[config.mk]
export PLATFORM = sky130hd
export DESIGN_NAME = serial_paralelo_rx_multi
export DESIGN_NICKNAME = d
export VERILOG_FILES = /design/src/rtl/serial_paralelo_rx_multi.sv
export SDC_FILE = /design/constraint.sdc
export NUM_CORES = 1
export LEC_CHECK = 0
export BUFFER_PORTS_ARGS = -buffer_cell sky130_fd_sc_hd__buf_2
export CORE_MARGIN = 8
export CORE_UTILIZATION = 28
export DETAILED_ROUTE_END_ITERATION = 10
export PLACE_DENSITY = 0.44
export SETUP_SLACK_MARGIN = 0.02
export SKIP_CTS_REPAIR_TIMING = 1
export SLEW_MARGIN = 0
export SYNTH_ARGS = -nofsm -noshare
export SYNTH_HDL_FRONTEND = slang
export SYNTH_SLANG_ARGS = --single-unit
[constraint.sdc]
create_clock -name clk_4f -period 3.1 [get_ports clk_4f]
set_input_delay 0.31 -clock clk_4f [delete_from_list [all_inputs] [get_ports clk_4f]]
set_output_delay 0.31 -clock clk_4f [all_outputs]
set_load 0.02 [all_outputs]
[src/rtl/serial_paralelo_rx_multi.sv]
// Multi-lane serial-to-parallel receiver with comma-based lock and idle detection.
// All lanes share one bit counter and thus one symbol boundary; each lane runs its own lock FSM.
module serial_paralelo_rx_multi #(
  parameter int               LANES    = 1,
  parameter int               SYM_W    = 8,
  parameter logic [SYM_W-1:0] COMMA    = 8'hBC,
  parameter logic [SYM_W-1:0] IDLE_SYM = 8'h7C,
  parameter int               LOCK_CNT = 4
) (
  input  logic                     clk_4f,
  input  logic                     reset,
  input  logic [LANES-1:0]         data_in,
  input  logic                     resync,
  output logic [LANES*SYM_W-1:0]   data_out,
  output logic [LANES-1:0]         valid,
  output logic [LANES-1:0]         active,
  output logic [LANES-1:0]         idle
);

  // state  | meaning
  // HUNT   | searching for the first COMMA
  // COUNT  | seen 1..LOCK_CNT-1 consecutive COMMAs
  // LOCKED | aligned; data and idle symbols are delivered
  typedef enum logic [1:0] {
    HUNT   = 2'd0,
    COUNT  = 2'd1,
    LOCKED = 2'd2
  } state_t;

  localparam int CW = (SYM_W > 1) ? $clog2(SYM_W) : 1;
  localparam int LW = $clog2(LOCK_CNT + 1);
  localparam int SW = SYM_W - 1;
  localparam logic [CW-1:0] CNT_LAST  = CW'(SYM_W - 1);
  localparam logic [LW-1:0] LOCK_LAST = LW'(LOCK_CNT);

  logic [CW-1:0]          cnt_q, cnt_d;
  logic [SW-1:0]          shift_q [LANES];
  logic [SW-1:0]          shift_d [LANES];
  state_t                 state_q [LANES];
  state_t                 state_d [LANES];
  logic [LW-1:0]          lock_q  [LANES];
  logic [LW-1:0]          lock_d  [LANES];
  logic [SYM_W-1:0]       sym     [LANES];
  logic [LANES*SYM_W-1:0] data_out_q, data_out_d;
  logic [LANES-1:0]       valid_q, valid_d;
  logic [LANES-1:0]       idle_q, idle_d;
  logic [LANES-1:0]       active_q, active_d;
  logic                   boundary;

  always_comb begin
    boundary   = (cnt_q == CNT_LAST);
    cnt_d      = boundary ? '0 : cnt_q + CW'(1);
    data_out_d = data_out_q;
    valid_d    = '0;
    idle_d     = idle_q;
    active_d   = active_q;

    for (int l = 0; l < LANES; l++) begin
      // only the newest SYM_W-1 bits are ever needed; the incoming bit completes the symbol
      shift_d[l] = SW'({shift_q[l], data_in[l]});
      sym[l]     = {shift_q[l], data_in[l]};
      state_d[l] = state_q[l];
      lock_d[l]  = lock_q[l];

      if (resync) begin
        state_d[l] = HUNT;
        lock_d[l]  = '0;
        idle_d[l]  = 1'b0;
      end else if (boundary) begin
        idle_d[l] = 1'b0;
        unique case (state_q[l])
          HUNT: begin
            if (sym[l] == COMMA) begin
              lock_d[l]  = LW'(1);
              state_d[l] = (LOCK_CNT == 1) ? LOCKED : COUNT;
            end
          end
          COUNT: begin
            if (sym[l] == COMMA) begin
              lock_d[l] = lock_q[l] + LW'(1);
              if ((lock_q[l] + LW'(1)) == LOCK_LAST) begin
                state_d[l] = LOCKED;
              end
            end else begin
              lock_d[l]  = '0;
              state_d[l] = HUNT;
            end
          end
          LOCKED: begin
            if (sym[l] == IDLE_SYM) begin
              idle_d[l] = 1'b1;
            end else if (sym[l] != COMMA) begin
              data_out_d[l*SYM_W +: SYM_W] = sym[l];
              valid_d[l]                   = 1'b1;
            end
          end
          default: begin
            state_d[l] = HUNT;
            lock_d[l]  = '0;
          end
        endcase
      end

      active_d[l] = (state_d[l] == LOCKED);
    end
  end

  always_ff @(posedge clk_4f) begin
    if (!reset) begin
      cnt_q      <= '0;
      data_out_q <= '0;
      valid_q    <= '0;
      idle_q     <= '0;
      active_q   <= '0;
      for (int l = 0; l < LANES; l++) begin
        shift_q[l] <= '0;
        state_q[l] <= HUNT;
        lock_q[l]  <= '0;
      end
    end else begin
      cnt_q      <= cnt_d;
      data_out_q <= data_out_d;
      valid_q    <= valid_d;
      idle_q     <= idle_d;
      active_q   <= active_d;
      for (int l = 0; l < LANES; l++) begin
        shift_q[l] <= shift_d[l];
        state_q[l] <= state_d[l];
        lock_q[l]  <= lock_d[l];
      end
    end
  end

  assign data_out = data_out_q;
  assign valid    = valid_q;
  assign idle     = idle_q;
  assign active   = active_q;

endmodule

* Word level (Yosys, flattened, before mapping)
Memories as Yosys holds them, arrays and structs flattened.
Index checks and enable logic that the tools add are counted.
** Word-level totals
- Input bits :: 4
- Word-level logic and storage cells :: 53
- Memories :: 3
- RAM bits :: 12
- Flip-flop bits (word level) :: 14
** Memories
- shift_q :: words 1, bits a word 7, read ports 1, clocked after memory_dff 0, write ports 1, RTL line 37 : logic [SW-1:0] shift_q [LANES];
- lock_q :: words 1, bits a word 3, read ports 1, clocked after memory_dff 0, write ports 1, RTL line 41 : logic [LW-1:0] lock_q [LANES];
- state_q :: words 1, bits a word 2, read ports 1, clocked after memory_dff 0, write ports 1, RTL line 39 : state_t state_q [LANES];
** Cells by class
- Add/sub/neg operators :: 2
- Mux-type cells :: 22
- Equality and inequality tests :: 8
- Bitwise operators :: 5
- Reduce and logical (&&, ||, !) cells :: 8
** Operator list (count)
- $mux 3 :: 5
- $mux 2 :: 6
- $pmux 3 s3 :: 1
- $eq 8x7->1 const B :: 1
- $eq 8x8->1 const B :: 1
- $mux 1 :: 8
- $ne 8x8->1 const B :: 1
- $mux 7 :: 1
- $reduce_or 7->1 :: 1
- $add 3x1->3 const B :: 2
- $eq 3x3->1 const B :: 2
- $pmux 2 s3 :: 1
- $reduce_or 2->1 :: 3
- $not 1->1 :: 5
- $reduce_and 5->1 :: 1
- $reduce_or 5->1 :: 1
- $eq 2x2->1 const B :: 2
- $reduce_or 3->1 :: 1
- $eq 2x1->1 const B :: 1
- $logic_not 2->1 :: 1

* Depth between registers and ports, before layout
Gate-level depths: netlist of the first run.
- Word-level depth :: 8
- Mapped depth :: 7

* Worst setup path before layout of the first run
No wires, ideal clock.
- Path type :: register -> register
- Start point :: reg cnt_q[0]
- End point :: reg data_out_q[6], in the netlist data_out[6]
- Library setup time :: 120 ps
- Stages on the path, launching flop included :: 7
- Path slack :: 1516 ps
- Data arrival time :: 1464 ps
- Clock period less this slack :: 1584 ps
- Path through :: dfxtp_1 > ha_1 > ha_1 > buf_6 > and4bb_1 > and3_1 > o31a_1
** On the way
- Word-level cells in the longest chain between the ends :: 2
** RTL lines
- from (decl) :: RTL line 36 : logic [CW-1:0] cnt_q, cnt_d;
- from (signal assigned) :: RTL line 121 : cnt_q <= cnt_d;
- $eq 3x3->1 :: RTL line 51 : boundary = (cnt_q == CNT_LAST);
- $reduce_and 5->1 (no line)
- to (signal assigned) :: RTL line 122 : data_out_q <= data_out_d;
- to (decl) :: RTL line 44 : logic [LANES*SYM_W-1:0] data_out_q, data_out_d;
Every way passes these cells.
A chain may end at the register's enable or synchronous reset.

* Worst setup path in the final report of the first run
- Start point :: reg cnt_q[0]
- End point :: mem lock_q[0][2] in the netlist's numbering
** On the way
- Word-level cells in the longest chain between the ends :: 4
** RTL lines (RTL line)
- $eq 3x3->1 :: 51
- $mux 3 (2 in series)
- $mux 3 (no line)
- to (decl) :: 41
Every way passes these cells.

==> results.env, run 1 <==
P_INT_uW=459
HOLD_PATH.STARTPOINT='data_in'
POWER.SHARE.COMBINATIONAL_PCT=2.9
CLOCK_PATH_BUFFERS=2
SYNTH_ENABLE_FLOP_CELLS=0
FINAL-MAX-SLEW-VIOLATION-COUNT=0
DRTPASS1ITERATIONS=3
DIEAREA_SQ_UM=6270
PLACED_CELLS=167
GRT_ANTENNA_BEFORE_REPAIR=0
DR.FIRST_ITER.DRC_COUNT=12
MOSTFREQUENTLAYOUTCELL='sky130_fd_sc_hd__dfxtp_1'
SYNTH-SEQ-AREA-SHARE_PCT=46.6
FINALSETUPTNS_NS=0
PATH_CLK_SLEW_NS=0.08
FMAX_MHz=573
TIMING_HOLD_VIOLATIONS_FINAL=0
ROUTE.DETAILED.DRC=0
RUN_STATUS='completed'
GLOBAL_ROUTE_WIRE_LENGTH_BEFORE_REPAIR_MM=3.43
TOTAL_NUMBER_OF_NETS_IN_THE_FINAL_DESIGN=130
SETUP.WORST_PATH.START_CLASS='flip-flop'
CLOCK_SINKS=26
SYNTH_AREA_PER_CELL_SQ_UM=10.4
SYNTH.DISTINCT_CELLS=32
FINAL.MIN_CLOCK_PERIOD_NS=1.74
WIRE_LENGTH_PER_CELL_AFTER_DETAILED_ROUTING_MICRONS=11.3
YS_FF_LATCH=26
DIE_WIDTH_MICRONS=79.2
CORE-AREA_SQ_UM=3910
PLACEMENT_ROWS=23
SYN_INST=107
GLOBALPLACE.CONGESTION=0.689
GLOBAL_ROUTE.OVERFLOW_TOTAL=0
POWER.SEQUENTIAL.FRACTION_PCT=60.0
FLOW.AREA_GROWTH_FROM_SYNTHESIS_PCT=14.3
HTREEDEPTH=1
CAP_VIOLATIONS=0
CP_DATA_REQUIRED_TIME_NS=3.24
NETSWITCHINGFRACTION_PCT=19.3
P_PER_AREA_nW_PER_UM2=446
WORST_SLEW_PIN_SLEW_NS=0.410
YOSYSWARNINGS=0
POWER.STATIC_LEAKAGE_uW=0.000558
SWITCHING_PWR_uW=110
ROOT_BUFFER_SELECTED_BY_CTS='sky130_fd_sc_hd__clkbuf_8'
SYN_STD_CELL_AREA_SQ_UM=1120
CRITICAL_PATH.MAX_FANOUT=11
CTS-BUFFERS-INSERTED=3
NUM_IO_PINS=15
FIN_CRIT_SH_PCT=56.3
FP.DIEH_MICRONS=79.2
HOLD_CLASS='in2reg'
POST_LAYOUT_NONFILLER_INSTANCES=171
CLOCKPOWERSHARE_PCT=37.0
MAPPEDNETLISTNETS=115
SETUP.WORST_PATH.CLASS='reg2reg'
NUM_VIAS=747
TIMING.SLEW.HEADROOM_PCT=72.7
MAXIMUM_NUMBER_OF_PINS_ON_ONE_NET_BEFORE_GLOBAL_ROUTE_REPAIR=21
CLOCK_LATENCY_NS=0.26
MAX_RAIL_DROP_VDD_V=0.000211
GRT_PASS1_VIAS=781
DETAILEDPLACEMENTHPWL_MM=1.48
CRITPATHLAUNCH='cnt_q[0]$_SDFF_PP0_'
TIMING.RR.START='cnt_q[0]$_SDFF_PP0_'
SETUP_VIOLATIONS=0
WORSTPATHARRIVAL_NS=1.88
VIAS_PER_CELL=4.37
LAYOUT_CELLS_SIZED_ABOVE_1_PCT=23.1
POSTROUTEWIRELENGTH_MM=1.94
INITIAL_UTILIZATION_PCT=28.5
MOSTFREQUENTLAYOUTCELLS='26 x sky130_fd_sc_hd__dfxtp_1, 17 x sky130_fd_sc_hd__nand2_1, 14 x sky130_fd_sc_hd__buf_2, 6 x sky130_fd_sc_hd__inv_1, 6 x sky130_fd_sc_hd__mux2i_1'
DOMINANTREGCELLSYNTH='sky130_fd_sc_hd__dfxtp_1'
CRITICAL_PATH.ENDPOINT_TYPE='flip-flop'
GRT_UTIL_ALL_LAYERS_PCT=6.65
POSTROUTEANTENNANETS=0
N_ANTENNA_CELL=0
ASYNC_S_R_FF_SHARE_SYNTH_PCT=0
PORT_BUFFERS=14
FINALCLOCKSKEW_NS=0.00351
CTS_TREE='done'
RSZ0062_AT_GRT='no'
==> flip-flops by register name, indices dropped and copies added, names as in the netlist <==
register / cells
cnt_q: 3
state_q: 2
shift_q: 7
data_out: 8
idle: 1
lock_q: 3
valid: 1
active: 1
==> power groups by stage <==
stage | Clock (uW) | Combinational [uW] | Sequential [uW]
after floorplan | 0 | 12.6 | 349
after global placement | 0 | 16.9 | 350
after detailed placement | 0 | 17.3 | 350
after CTS | 222 | 17.3 | 342
after global routing | 235 | 19.0 | 342
final | 211 | 16.6 | 342
==> worst paths after layout <==
| path | end | slack, ns | cells after the start |
|---|---|---|---|
| max | lock_q[0][2]$_SDFFE_PP0P_ | 1.36 | 6 |
| min | shift_q[0][0]$_SDFF_PN0_ | 0.27 | 3 |
| max reg2reg | lock_q[0][2]$_SDFFE_PP0P_ | 1.36 | 6 |
| min reg2reg | cnt_q[0]$_SDFF_PP0_ | 0.44 | 1 |
==> final cells by class <==
class,instances,area (sq um)
clock buffer,4,55.1
fill,441,2640
inverter,6,22.5
multi-input combinational,71,547
sequential,26,520
tap,50,62.6
timing repair buffer,14,70.1
==> synth_stat cells, drive strengths merged, types with 3 or more instances <==
cell,instances,area [sq um]
nand2b,4,27.5
mux2i,6,60.1
inv,6,22.5
o21ai,4,20.0
dfxtp,26,521
nor2,3,21.3
and3,3,18.8
ha,4,50.1
nand4bb,3,66.3
a21oi,7,53.8
nand2,17,63.8
nand3,4,20.0
buf,3,23.8
==> worst max-delay path: stages, from the launching register on <==
cell	delay [ns]
sky130_fd_sc_hd__dfxtp_1	0.35
sky130_fd_sc_hd__ha_1	0.15
sky130_fd_sc_hd__ha_1	0.40
sky130_fd_sc_hd__nand4bb_1	0.20
sky130_fd_sc_hd__nor3_4	0.31
sky130_fd_sc_hd__nand3b_1	0.16
sky130_fd_sc_hd__a21oi_1	0.06
==> metrics by stage <==
| step | util (%) | setup WS [ns] | total power, uW | area [sq um] | hold WS [ns] |
|---|---|---|---|---|---|
| 3_3_place_gp | 31.2 | 1.41 | 367 | 1220 | 0.410 |
| 4_1_cts | 32.6 | 1.35 | 581 | 1280 | 0.259 |
| 6_report | 32.6 | 1.36 | 569 | 1280 | 0.266 |
| 5_1_grt | 32.6 | 1.17 | 596 | 1280 | 0.289 |
| 2_1_floorplan | - | 1.52 | 362 | 1120 | 0.403 |
| 3_5_place_dp | 31.2 | 1.37 | 367 | 1220 | 0.429 |
==> routing by layer <==
metal	GRT usage, %	up-vias	routed length (microns)
met5	0	-	0
met4	2.78	0	22
met3	1.92	2	66
met2	10.5	7	888
met1	8.22	349	963
li1	-	389	-
==> cells by family after synthesis <==
| family | Yosys count | share of synthesized area, % |
|---|---|---|
| AO/OA/AOI/OAI | 14 | 9.52 |
| XOR/XNOR | 2 | 1.57 |
| adder cells (fa/ha/maj) | 4 | 4.48 |
| buffers and inverters | 10 | 4.48 |
| flip-flops | 26 | 46.6 |
| multiplexers | 6 | 5.38 |
| AND/OR/NAND/NOR | 45 | 28.0 |
No activity file was read; power rests on OpenSTA's default activity.
==> run 2: changes to the inputs <==
- PLACE_DENSITY: 0.44 -> 0.45
- clock period: 3.1 -> 1.6 ns (I/O delays scaled with it)
==> results.env, run 2 (synthesis results as in run 1) <==
CRITICAL_PATH.ENDPOINT_TYPE='flip-flop'
HOLD_PATH.STARTPOINT='data_in'
CRITICAL_PATH.MAX_FANOUT=7
DIEAREA_SQ_UM=6270
FIN_CRIT_SH_PCT=94.3
FINALCLOCKSKEW_NS=0.00210
CTS-BUFFERS-INSERTED=3
TIMING.HOLD.WORST_ENDPOINT='shift_q[0][0]$_SDFF_PN0_'
PRECTSSETUPSLACK_NS=0.0296
CRITICAL-PATH-MAX-STAGE-DELAY_NS=0.36
CP_DATA_REQUIRED_TIME_NS=1.75
NUM_IO_PINS=15
P_PER_AREA_nW_PER_UM2=911
MOSTFREQUENTLAYOUTCELLS='24 x sky130_fd_sc_hd__dfxtp_1, 17 x sky130_fd_sc_hd__nand2_1, 14 x sky130_fd_sc_hd__buf_2, 6 x sky130_fd_sc_hd__inv_1, 6 x sky130_fd_sc_hd__mux2i_1'
SETUP.WORST_PATH.CLASS='reg2reg'
LAYOUT_CELLS_SIZED_ABOVE_1_PCT=32.0
SETUP.WORST_PATH.START_CLASS='flip-flop'
WORSTPATHARRIVAL_NS=1.66
RR_WORST_DEPTH=7
HOLD_CLASS='in2reg'
CRIT_FAMILY='simple AND/OR/NAND/NOR gates'
FILLCELLCOUNT=433
MULTI_INPUT_COMB_AREA_SQ_UM=589
RUN_STATUS='completed'
GLOBAL_ROUTE.OVERFLOW_TOTAL=0
VIAS_PER_CELL=4.44
CP_COMMON_CELL='sky130_fd_sc_hd__ha_4'
PATH_CELLS='ha_4 -> ha_4 -> nand4bb_1 -> nor3_4 -> buf_4 -> nand3b_1 -> a21oi_2'
POSTROUTEWIRELENGTH_MM=2.06
FINAL.MIN_CLOCK_PERIOD_NS=1.51
FIN_TOTAL_PWR_uW=1250
GLOBAL_ROUTE_WIRE_LENGTH_BEFORE_REPAIR_MM=3.54
CTS_TREE='done'
TIMING_HOLD_VIOLATIONS_FINAL=0
MOSTFREQUENTLAYOUTCELL='sky130_fd_sc_hd__dfxtp_1'
REG2REG_SETUP_SLACK_NS=0.09
PLACEMENT_ROWS=23
CLOCK_LATENCY_NS=0.27
MAXIMUM_NUMBER_OF_PINS_ON_ONE_NET_BEFORE_GLOBAL_ROUTE_REPAIR=20
POWER.STATIC_LEAKAGE_uW=0.000582
PLACE_AREA_SQ_UM=1240
LARGEST_REGISTER_FF_COUNT=8
PORT_BUFFERS=14
INITIAL_UTILIZATION_PCT=28.5
FP.DIEH_MICRONS=79.2
PATH_CLK_SLEW_NS=0.09
GRT_UTIL_ALL_LAYERS_PCT=7.12
FINAL-MAX-SLEW-VIOLATION-COUNT=0
DIE_WIDTH_MICRONS=79.2
DETAILEDPLACEMENTHPWL_MM=1.52
GLOBALPLACE.CONGESTION=0.683
HTREEDEPTH=1
CRITICAL_PATH.N_BUFFERS_INVERTERS=1
TIMING.SLEW.HEADROOM_PCT=74.7
REGAREA_SQ_UM=523
FINISH.INSTANCE_AREA_SQ_UM=1370
TOTAL_NUMBER_OF_NETS_IN_THE_FINAL_DESIGN=134
ROOT_BUFFER_SELECTED_BY_CTS='sky130_fd_sc_hd__clkbuf_8'
FMAX_MHz=662
GRT_PASS1_VIAS=757
DRTPASS1ITERATIONS=2
DR.FIRST_ITER.DRC_COUNT=24
MAX_RAIL_DROP_VDD_V=0.000455
WORST_SLEW_PIN_SLEW_NS=0.380
N_ANTENNA_CELL=0
GRT_ANTENNA_BEFORE_REPAIR=0
WORST_HOLD_PATH.NUM_CELLS=3
FINALSETUPTNS_NS=0
NUM_VIAS=777
CORE-AREA_SQ_UM=3910
ROUTE.DETAILED.DRC=0
CLOCK_PATH_BUFFERS=2
TIMING.RR.START='cnt_q[0]$_SDFF_PP0_'
CAP_VIOLATIONS=0
CLOCK_SINKS=26
FINAL_CORE_UTILIZATION_PCT=35.0
SETUP_WS_NS=0.0905
RSZ0062_AT_GRT='no'
REGTOREGENDPOINT='lock_q[0][2]$_SDFFE_PP0P_'
WIRE_LENGTH_PER_CELL_AFTER_DETAILED_ROUTING_MICRONS=11.8
SETUP_VIOLATIONS=0
FLOW.AREA_GROWTH_FROM_SYNTHESIS_PCT=22.5
CRIT_SLOWEST_CELL='sky130_fd_sc_hd__dfxtp_2'
POSTROUTEANTENNANETS=0
-- run 2: cell types whose count changed in the layout (fill, tap and decap cells not counted), sizes merged --
cell and delta:
bufinv +1, buf +4, clkbuf -1
-- run 2: report_power, final --
| part | total [uW] | switching [uW] | internal [uW] |
|---|---|---|---|
| Sequential | 666 | 8.05 | 658 |
| Combinational | 38.3 | 19.7 | 18.6 |
| Clock | 543 | 208 | 335 |
| Total | 1250 | 236 | 1010 |
-- run 2: per-stage QoR --
stage / hold WS, ns / instances
after floorplan: 0.271 / 107
after global placement: 0.383 / 169
after detailed placement: 0.391 / 169
after CTS: 0.100 / 173
after global routing: 0.109 / 175
final: 0.107 / 175
-- run 2: routing by layer --
metal	share of wire, %	GRT usage [%]	vias to the layer above
met5	0	0	-
met4	1.7	3.89	0
met3	3.6	2.26	4
met2	48	11.6	9
met1	47	8.09	365
li1	-	-	399
-- run 2: worst max-delay path by stage --
stage,start,to,slack [ns],cells after the start
3_5_place_dp,cnt_q[0]$_SDFF_PP0_,lock_q[0][2]$_SDFFE_PP0P_,0.03,6
5_1_grt,cnt_q[1]$_SDFF_PP0_,lock_q[0][1]$_SDFFE_PP0P_,0.03,7
3_3_place_gp,cnt_q[0]$_SDFF_PP0_,data_out[6]$_SDFFE_PN0P_,0.09,5
4_1_cts,cnt_q[0]$_SDFF_PP0_,lock_q[0][2]$_SDFFE_PP0P_,0.01,6
6_report,cnt_q[0]$_SDFF_PP0_,lock_q[0][2]$_SDFFE_PP0P_,0.09,7
2_1_floorplan,cnt_q[0]$_SDFF_PP0_,data_out[6]$_SDFFE_PN0P_,0.04,6
-- run 2: worst min-delay path: stages --
cell                      delay (ns)
sky130_fd_sc_hd__buf_2          0.09
sky130_fd_sc_hd__nand2_1        0.06
sky130_fd_sc_hd__inv_1          0.04
-- run 2: area by class of cell --
type                            count  share of cell area, %
Multi-Input combinational cell     71                   43.1
Sequential cell                    26                   38.2
Timing Repair Buffer               18                   7.31
Tap cell                           50                   4.57
Clock buffer                        3                   3.02
Clock inverter                      1                   2.19
Inverter                            6                   1.65
